[src/rtl/decode_exec_ctrl.sv]
// Multi-cycle decode/sequencing controller in front of the ALU.
// Handles one instruction at a time: IDLE -> DECODE -> EXEC -> MEM -> WB.
module decode_exec_ctrl #(
  parameter int DW   = 16,
  parameter int NREG = 8
) (
  input  logic          clk,
  input  logic          rst_n,
  input  logic          instr_valid,
  input  logic [15:0]   instr,
  input  logic [DW-1:0] instr_pc,
  output logic          instr_ready,
  output logic [2:0]    alu_opr,
  output logic [DW-1:0] alu_x,
  output logic [DW-1:0] alu_y,
  input  logic [DW-1:0] alu_result,
  input  logic          alu_zero,
  output logic          dmem_req,
  output logic          dmem_we,
  output logic [DW-1:0] dmem_addr,
  output logic [DW-1:0] dmem_wdata,
  input  logic [DW-1:0] dmem_rdata,
  input  logic          dmem_ack,
  output logic          pc_load,
  output logic [DW-1:0] pc_target,
  output logic          illegal,
  input  logic [2:0]    dbg_addr,
  output logic [DW-1:0] dbg_data
);

  typedef enum logic [2:0] {IDLE, DECODE, EXEC, MEM, WB} state_t;

  state_t            state, state_nxt;
  logic [15:0]       ir;
  logic [DW-1:0]     pc_q;
  logic [DW-1:0]     regs [NREG];
  logic [2:0]        opr_q;
  logic [DW-1:0]     x_q, y_q;
  logic [DW-1:0]     mem_addr_q, mem_wdata_q, load_q;

  logic [3:0]        op;
  logic [2:0]        rd, rs, rt;
  logic [DW-1:0]     imm;
  logic              is_mem, wb_we;
  logic [DW-1:0]     wb_data;
  logic [2:0]        dec_opr;
  logic [DW-1:0]     dec_x, dec_y;

  function automatic logic [DW-1:0] sext6(input logic [5:0] v);
    return {{(DW-6){v[5]}}, v};
  endfunction

  assign op     = ir[15:12];
  assign rd     = ir[11:9];
  assign rs     = ir[8:6];
  assign rt     = ir[5:3];
  assign imm    = sext6(ir[5:0]);
  assign is_mem = (op == 4'd10) || (op == 4'd11);

  // Operand selection; illegal and JUMP leave the ALU idle with zero operands
  always_comb begin
    dec_opr = 3'b000;
    dec_x   = '0;
    dec_y   = '0;
    case (op)
      4'd0, 4'd1, 4'd2, 4'd3, 4'd4, 4'd5, 4'd6, 4'd7: begin
        dec_opr = op[2:0];
        dec_x   = regs[rs];
        dec_y   = regs[rt];
      end
      4'd8:        begin dec_opr = 3'b001; dec_x = regs[rs]; dec_y = imm;      end
      4'd9:        begin dec_opr = 3'b010; dec_x = regs[rd]; dec_y = regs[rs]; end
      4'd10, 4'd11: begin dec_opr = 3'b001; dec_x = regs[rs]; dec_y = imm;      end
      default: ;
    endcase
  end

  always_comb begin
    state_nxt = state;
    case (state)
      IDLE:   if (instr_valid) state_nxt = DECODE;
      DECODE: begin
        if (op >= 4'd13 || op == 4'd0) state_nxt = IDLE;
        else if (op == 4'd12)          state_nxt = WB;
        else                           state_nxt = EXEC;
      end
      EXEC:   state_nxt = is_mem ? MEM : WB;
      MEM:    if (dmem_ack) state_nxt = WB;
      WB:     state_nxt = IDLE;
      default: state_nxt = IDLE;
    endcase
  end

  assign wb_we   = (state == WB) && (rd != 3'd0) && ((op <= 4'd8) || (op == 4'd10));
  assign wb_data = (op == 4'd10) ? load_q : alu_result;

  always_comb begin
    pc_load   = 1'b0;
    pc_target = '0;
    if (state == WB) begin
      if (op == 4'd12) begin
        pc_load   = 1'b1;
        pc_target = {pc_q[DW-1:12], ir[11:0]};
      end else if (op == 4'd9 && alu_zero) begin
        pc_load   = 1'b1;
        pc_target = pc_q + DW'(1) + imm;
      end
    end
  end

  assign instr_ready = (state == IDLE);
  assign illegal     = (state == DECODE) && (op >= 4'd13);
  assign dmem_req    = (state == MEM);
  assign dmem_we     = (state == MEM) && (op == 4'd11);
  assign dmem_addr   = mem_addr_q;
  assign dmem_wdata  = mem_wdata_q;
  assign alu_opr     = opr_q;
  assign alu_x       = x_q;
  assign alu_y       = y_q;
  assign dbg_data    = regs[dbg_addr];

  always_ff @(posedge clk or negedge rst_n) begin
    if (!rst_n) begin
      state       <= IDLE;
      ir          <= '0;
      pc_q        <= '0;
      opr_q       <= '0;
      x_q         <= '0;
      y_q         <= '0;
      mem_addr_q  <= '0;
      mem_wdata_q <= '0;
      load_q      <= '0;
    end else begin
      state <= state_nxt;
      if (state == IDLE && instr_valid) begin
        ir   <= instr;
        pc_q <= instr_pc;
      end
      if (state == DECODE) begin
        opr_q <= dec_opr;
        x_q   <= dec_x;
        y_q   <= dec_y;
      end
      // Memory address/data are frozen on entry to MEM so they hold across ack waits
      if (state == EXEC && is_mem) begin
        mem_addr_q  <= alu_result;
        mem_wdata_q <= regs[rd];
      end
      if (state == MEM && dmem_ack) load_q <= dmem_rdata;
    end
  end

  always_ff @(posedge clk or negedge rst_n) begin
    if (!rst_n) begin
      for (int i = 0; i < NREG; i++) regs[i] <= '0;
    end else if (wb_we) begin
      regs[rd] <= wb_data;
    end
  end

endmodule

[config.mk]
export PLATFORM = sky130hd
export DESIGN_NAME = decode_exec_ctrl
export DESIGN_NICKNAME = d
export VERILOG_FILES = /design/src/rtl/decode_exec_ctrl.sv
export SDC_FILE = /design/constraint.sdc
export NUM_CORES = 1
export LEC_CHECK = 0
export CORE_ASPECT_RATIO = 0.8
export CORE_UTILIZATION = 25
export CTS_CLUSTER_DIAMETER = 80
export DETAILED_ROUTE_END_ITERATION = 10
export PLACE_DENSITY = 0.47
export RECOVER_POWER = 50
export SKIP_CTS_REPAIR_TIMING = 1
export SLEW_MARGIN = 10
export SYNTH_ARGS = -nofsm -noshare
export SYNTH_HDL_FRONTEND = slang
export SYNTH_SLANG_ARGS = --single-unit
[constraint.sdc]
create_clock -name clk -period 4.9 [get_ports clk]
set_input_delay 1.225 -clock clk [delete_from_list [all_inputs] [get_ports clk]]
set_output_delay 1.225 -clock clk [all_outputs]
set_load 0.02 [all_outputs]
Word level (Yosys, flattened, before mapping)
Cells that the tools add are included. Widths: inputs -> output; s select.

$add $sub $neg: 2. Magnitude comparators: 7. Equality and inequality tests: 18. Muxes and demuxes: 31. Bitwise operators: 4. Reduce and logical (&&, ||, !) cells: 19.

Operator list (number): $mux 16 (13); $bmux 16 s3 (4); $bwmux 128 (1); $demux 16 s3 (1); $pmux 16 s3 (1); $pmux 16 s2 (1); $eq 4x4->1 const B (5); $ge 4x4->1 const B (5); $add 16x1->16 const B (1); $add 16x16->16 (1); $eq 4x3->1 const B (4); $not 3->4 (4); $mux 3 (5); $pmux 3 s4 (1); $reduce_or 11->1 (1); $logic_and 1x1->1 (9); $pmux 3 s3 (1); $eq 4x2->1 const B (2); $reduce_or 8->1 (1); $eq 3x2->1 const B (2); $eq 4x1->1 const B (1); $le 4x4->1 const B (1); $logic_not 4->1 (1); $lt 4x1->1 const B (1); 10 further kinds (14).

Register bits after elaboration: 246. Input port bits: 72. Output and inout port bits: 104. Logic and storage cells: 98.

Longest topological paths before layout
Depth in word-level cells: 6. Depth in mapped cells: 10. Mapped depth without buffers: 10.

Worst setup path before layout
No wires, ideal clock.

Path type: input to output. From: in dbg_addr[0]. To: out dbg_data[0]. Arrival time: 2586 ps. Required time: 3675 ps. Setup slack: 1089 ps. Stages: 4. Path buffers: 2. Cells stage by stage: clkbuf_1 buf_2 mux4_2 mux2_2.

Longest elaborated chain between the ends: 4.

Ends and longest elaborated chain: start, declared (RTL line 27) `input logic [2:0] dbg_addr,`; $not 3->4 (implied by the code) (RTL line 120) `assign dbg_data = regs[dbg_addr];`; $bmux 16 s3 (RTL line 120); $mux 16 (implied by the code) (2 in a row) (RTL line 120); end, declared (RTL line 28) `output logic [DW-1:0] dbg_data`.

Every way passes these cells. The select of a mux whose other input is x is not followed.

Worst setup path after layout
From: reg ir[5]. To: out pc_target[9].

Longest elaborated chain between the ends: 4.

Ends and longest elaborated chain: start, declared (RTL line 34) `logic [15:0] ir;`; start signal, assigned (RTL line 136) `ir <= instr;`; $add 16x16->16 (RTL line 106) `pc_target = pc_q + DW'(1) + imm;`; $mux 16 (RTL line 104) `end else if (op == 4'd9 && alu_zero) begin`; $mux 16 (RTL line 101) `if (op == 4'd12) begin`; $mux 16 (RTL line 100) `if (state == WB) begin`; end, declared (RTL line 25) `output logic [DW-1:0] pc_target,`.

Every way passes these cells.

==> flow_metrics.env <==
export IMPL_coreArea_um2=55800
export IMPL_hold_violations=0
export IMPL_vias=10500
export IMPL_wl_um=46100
export IMPL_combPwrFrac_pct=52.1
export IMPL_io_pins=176
export IMPL_arrival_ns=3.48
export IMPL_required_ns=3.67
export IMPL_synth_top_area_share_pct=43.1
export IMPL_grt_pass1_vias=10700
export IMPL_synthMuxAreaShare_pct=30.0
export IMPL_switching_share_pct=41.7
export IMPL_synth_compound_area_share_pct=11.8
export IMPL_crit_buf_inv=1
export IMPL_synthDistinctLibCells=71
export IMPL_grt_max_degree=104
export IMPL_stdcell_count=2112
export IMPL_skew_ns=0.0233
export IMPL_rsz0062_at_grt="no"
export IMPL_end_kind="output pin"
export IMPL_min_period_ns=4.70
export IMPL_clock_latency_ns=0.58
export IMPL_cts_root_buffer="clkbuf_16"
export IMPL_dp_hpwl_um=32200
export IMPL_clock_sinks=246
export IMPL_power_mw=13.0
export IMPL_syn_nets=1299
export IMPL_antenna_found_initial=2
export IMPL_startpoint_type="flop"
export IMPL_grt_use_total_pct=15.8
export IMPL_crit_type="reg2out"
export IMPL_min_period_over_period_pct=95.9
export IMPL_synthAdderAreaFrac_pct=1.45
export IMPL_syn_inst=1211
export IMPL_wl_per_cell_um=21.8
export IMPL_grt_use_met3_pct=3.05
export IMPL_dieWidth_um=269
export IMPL_yosys_warnings=0
export IMPL_initial_core_util_pct=25.6
export IMPL_cts_buffers_inserted=31
export IMPL_grt_busiest_layer="met2"
export IMPL_final_max_slew_viol_count=183
export IMPL_viasPerCell=4.98
export IMPL_p_per_area_nw_per_um2=736
export IMPL_min_path_type="reg2reg"
export IMPL_synth_simple_gate_area_share_pct=8.36
export IMPL_grt_pass1_wl_um=70900
export IMPL_ir_worst_vdd_uv=289
export IMPL_max_cap_viol_count=3
export IMPL_ant_nets=0
export IMPL_rows=77
export IMPL_overflow=0
export IMPL_tritoncts="built"
export IMPL_tns_ns=0
export IMPL_slew_headroom_pct=-87.3
export IMPL_cpPeakStageDelay_ns=0.65
export IMPL_cp_max_fo=14
export IMPL_fp_dieH_um=216
export IMPL_drtIter0Drc=722
export IMPL_violations="max-capacitance violations, max-slew violations"
export IMPL_path_clk_slew_ns=0.06
export IMPL_synth_edf_count=0
export IMPL_p_leak_nw=6.83
export IMPL_fmax_mhz=213
export IMPL_status="finished, violations left"
export IMPL_ys_ff_latch=246
export IMPL_synth_async_reset_ratio_pct=100
export IMPL_final_core_util_pct=31.6
export IMPL_intPower_mw=7.55
export IMPL_port_buffers=175
export IMPL_clkPwrFrac_pct=17.6
export IMPL_yosys_area_top_type="dfrtp_1"
export IMPL_areaGrowthSynthToFinish_pct=23.4
export IMPL_synth_main_ff_cell="dfrtp_1"
export IMPL_synth_xor_area_share_pct=0.675
export IMPL_globalRouteMet1Util_pct=22.9
export IMPL_crit_family="compound AO/OA/AOI/OAI gates"
export IMPL_die_area_um2=58100
export IMPL_nNetsFinal=1425
export IMPL_synth_area_leaders="dfrtp_1, mux4_2, mux2_2, mux2i_1, nand2_1"
export IMPL_setup_viol=0
export IMPL_tightest_slew_ns=2.81
export IMPL_path_cells="ha_1 > a21oi_1 > nand2_1 > o21ai_1 > a21boi_0 > o21a_1 > o31ai_1 > clkdlybuf4s50_1"
export IMPL_ys_seq_area_share_pct=43.1
export IMPL_gp_congestion=0.847
export IMPL_htreeDepth=1
export IMPL_dp_cells=2054
export IMPL_crit_slowest_cell="clkdlybuf4s50_1"
export IMPL_synth_top_family_by_area="multiplexers"
export IMPL_drtPass1Iterations=5
export IMPL_synth_area_um2=14300
export IMPL_grt_use_met2_pct=24.5
export IMPL_seqPwrFrac_pct=30.2
export IMPL_layout_drive_gt1_share_pct=22.4
export IMPL_total_switching_power_mw=5.41
export IMPL_remaining_drc_errors=0
export IMPL_clk_path_buf_depth=3
export IMPL_post_synth_cell_area_avg_um2=11.8
==> placed cells by master, fill, tap and decap left out, types with 3 or more instances in the layout <==
| cell | count |
|---|---|
| dfrtp_1 | 241 |
| clkdlybuf4s50_1 | 171 |
| nand2_1 | 131 |
| mux4_2 | 116 |
| mux2_2 | 87 |
| nor2_1 | 82 |
| a21oi_1 | 76 |
| mux2i_1 | 66 |
| o21ai_1 | 63 |
| o21ai_0 | 48 |
| clkbuf_16 | 31 |
| buf_4 | 23 |
| o22a_1 | 16 |
| o221ai_1 | 15 |
| ha_1 | 15 |
| o21a_1 | 12 |
| o22ai_1 | 11 |
| nand3_1 | 10 |
| xnor2_1 | 10 |
| inv_1 | 9 |
| clkbuf_1 | 9 |
| a22oi_1 | 7 |
| clkinv_2 | 7 |
| nor3_1 | 6 |
| clkbuf_8 | 6 |
| a31oi_1 | 5 |
| nor2b_1 | 5 |
| dfrtp_2 | 5 |
| o211ai_1 | 4 |
| a211oi_1 | 4 |
| nand2b_1 | 3 |
| o31ai_1 | 3 |
| nand3b_1 | 3 |
| and3_1 | 3 |
| buf_12 | 3 |
==> metrics by stage <==
step	setup slack (ns)	hold slack [ns]	instance area, µm²
floorplan	1.09	0.474	14300
global placement	0.499	0.432	16600
detailed placement	0.482	0.428	16600
CTS	0.0214	0.442	17600
global route	0.00432	0.461	17600
finish	0.199	0.440	17600
==> cells by family after synthesis <==
kind of cell / Yosys count
AO/OA/AOI/OAI: 281
multiplexers: 271
AND/OR/NAND/NOR: 265
flip-flops: 246
buffers and inverters: 121
adder cells (fa/ha/maj): 16
XOR/XNOR: 11
==> synth_stat cells (all sizes together), types with 2 or more instances <==
| cell type | count |
|---|---|
| a2111oi | 2 |
| a211oi | 5 |
| a21boi | 2 |
| a21o | 2 |
| a21oi | 76 |
| a22oi | 7 |
| a31oi | 5 |
| and2 | 3 |
| and3 | 3 |
| buf | 74 |
| clkbuf | 37 |
| dfrtp | 246 |
| ha | 15 |
| inv | 10 |
| mux2 | 89 |
| mux2i | 66 |
| mux4 | 116 |
| nand2 | 132 |
| nand2b | 3 |
| nand3 | 11 |
| nand3b | 4 |
| nor2 | 85 |
| nor2b | 7 |
| nor3 | 8 |
| nor3b | 2 |
| o211ai | 4 |
| o21a | 12 |
| o21ai | 111 |
| o221ai | 15 |
| o22a | 16 |
| o22ai | 11 |
| o31ai | 3 |
| xnor2 | 10 |
==> area by class of cell <==
| cell class | instances | area, µm² |
|---|---|---|
| tap | 750 | 938 |
| inverter | 10 | 37.5 |
| timing repair buffer | 204 | 1990 |
| multi-input combinational | 844 | 7470 |
| sequential | 246 | 6160 |
| fill | 5672 | 38200 |
| antenna | 2 | 5.00 |
| clock buffer | 44 | 885 |
| clock inverter | 12 | 123 |
==> final timing paths <==
kind | from | endpoint | slack, ns | cells after the start
min | regs[127] | regs[127] | 0.44 | 0
max | ir[5] | pc_target[9] | 0.20 | 8
max reg2reg | ir[15] | dmem_addr[2] | 1.13 | 5
min in group asynchronous | rst_n | pc_q[0] | 1.46 | 1
min reg2reg | regs[127] | regs[127] | 0.44 | 0
max in group asynchronous | rst_n | load_q[9] | 1.00 | 2
==> flip-flops by register name, summed over array words and instances, names as in the netlist, 16 cells and up <==
| signal | cells |
|---|---|
| alu_y | 16 |
| ir | 16 |
| dmem_wdata | 16 |
| dmem_addr | 16 |
| alu_x | 16 |
| load_q | 16 |
| regs | 128 |
| pc_q | 16 |
==> layer usage <==
layer  wire length [µm]  vias to the layer above
li1                   -                     4817
met1              22000                     5343
met2              20500                      308
met3               2660                       59
met4                898                        0
met5                  0                        -
==> power by group through the flow <==
stage / clock network, mW / registers, mW / logic [mW]
final: 2.29 / 3.92 / 6.75
after global routing: 2.42 / 4.07 / 7.35
after CTS: 2.36 / 3.91 / 6.79
after detailed placement: 0 / 3.94 / 6.76
after global placement: 0 / 3.90 / 6.69
after floorplan: 0 / 3.76 / 4.68
No activity file was read; power rests on OpenSTA's default activity.
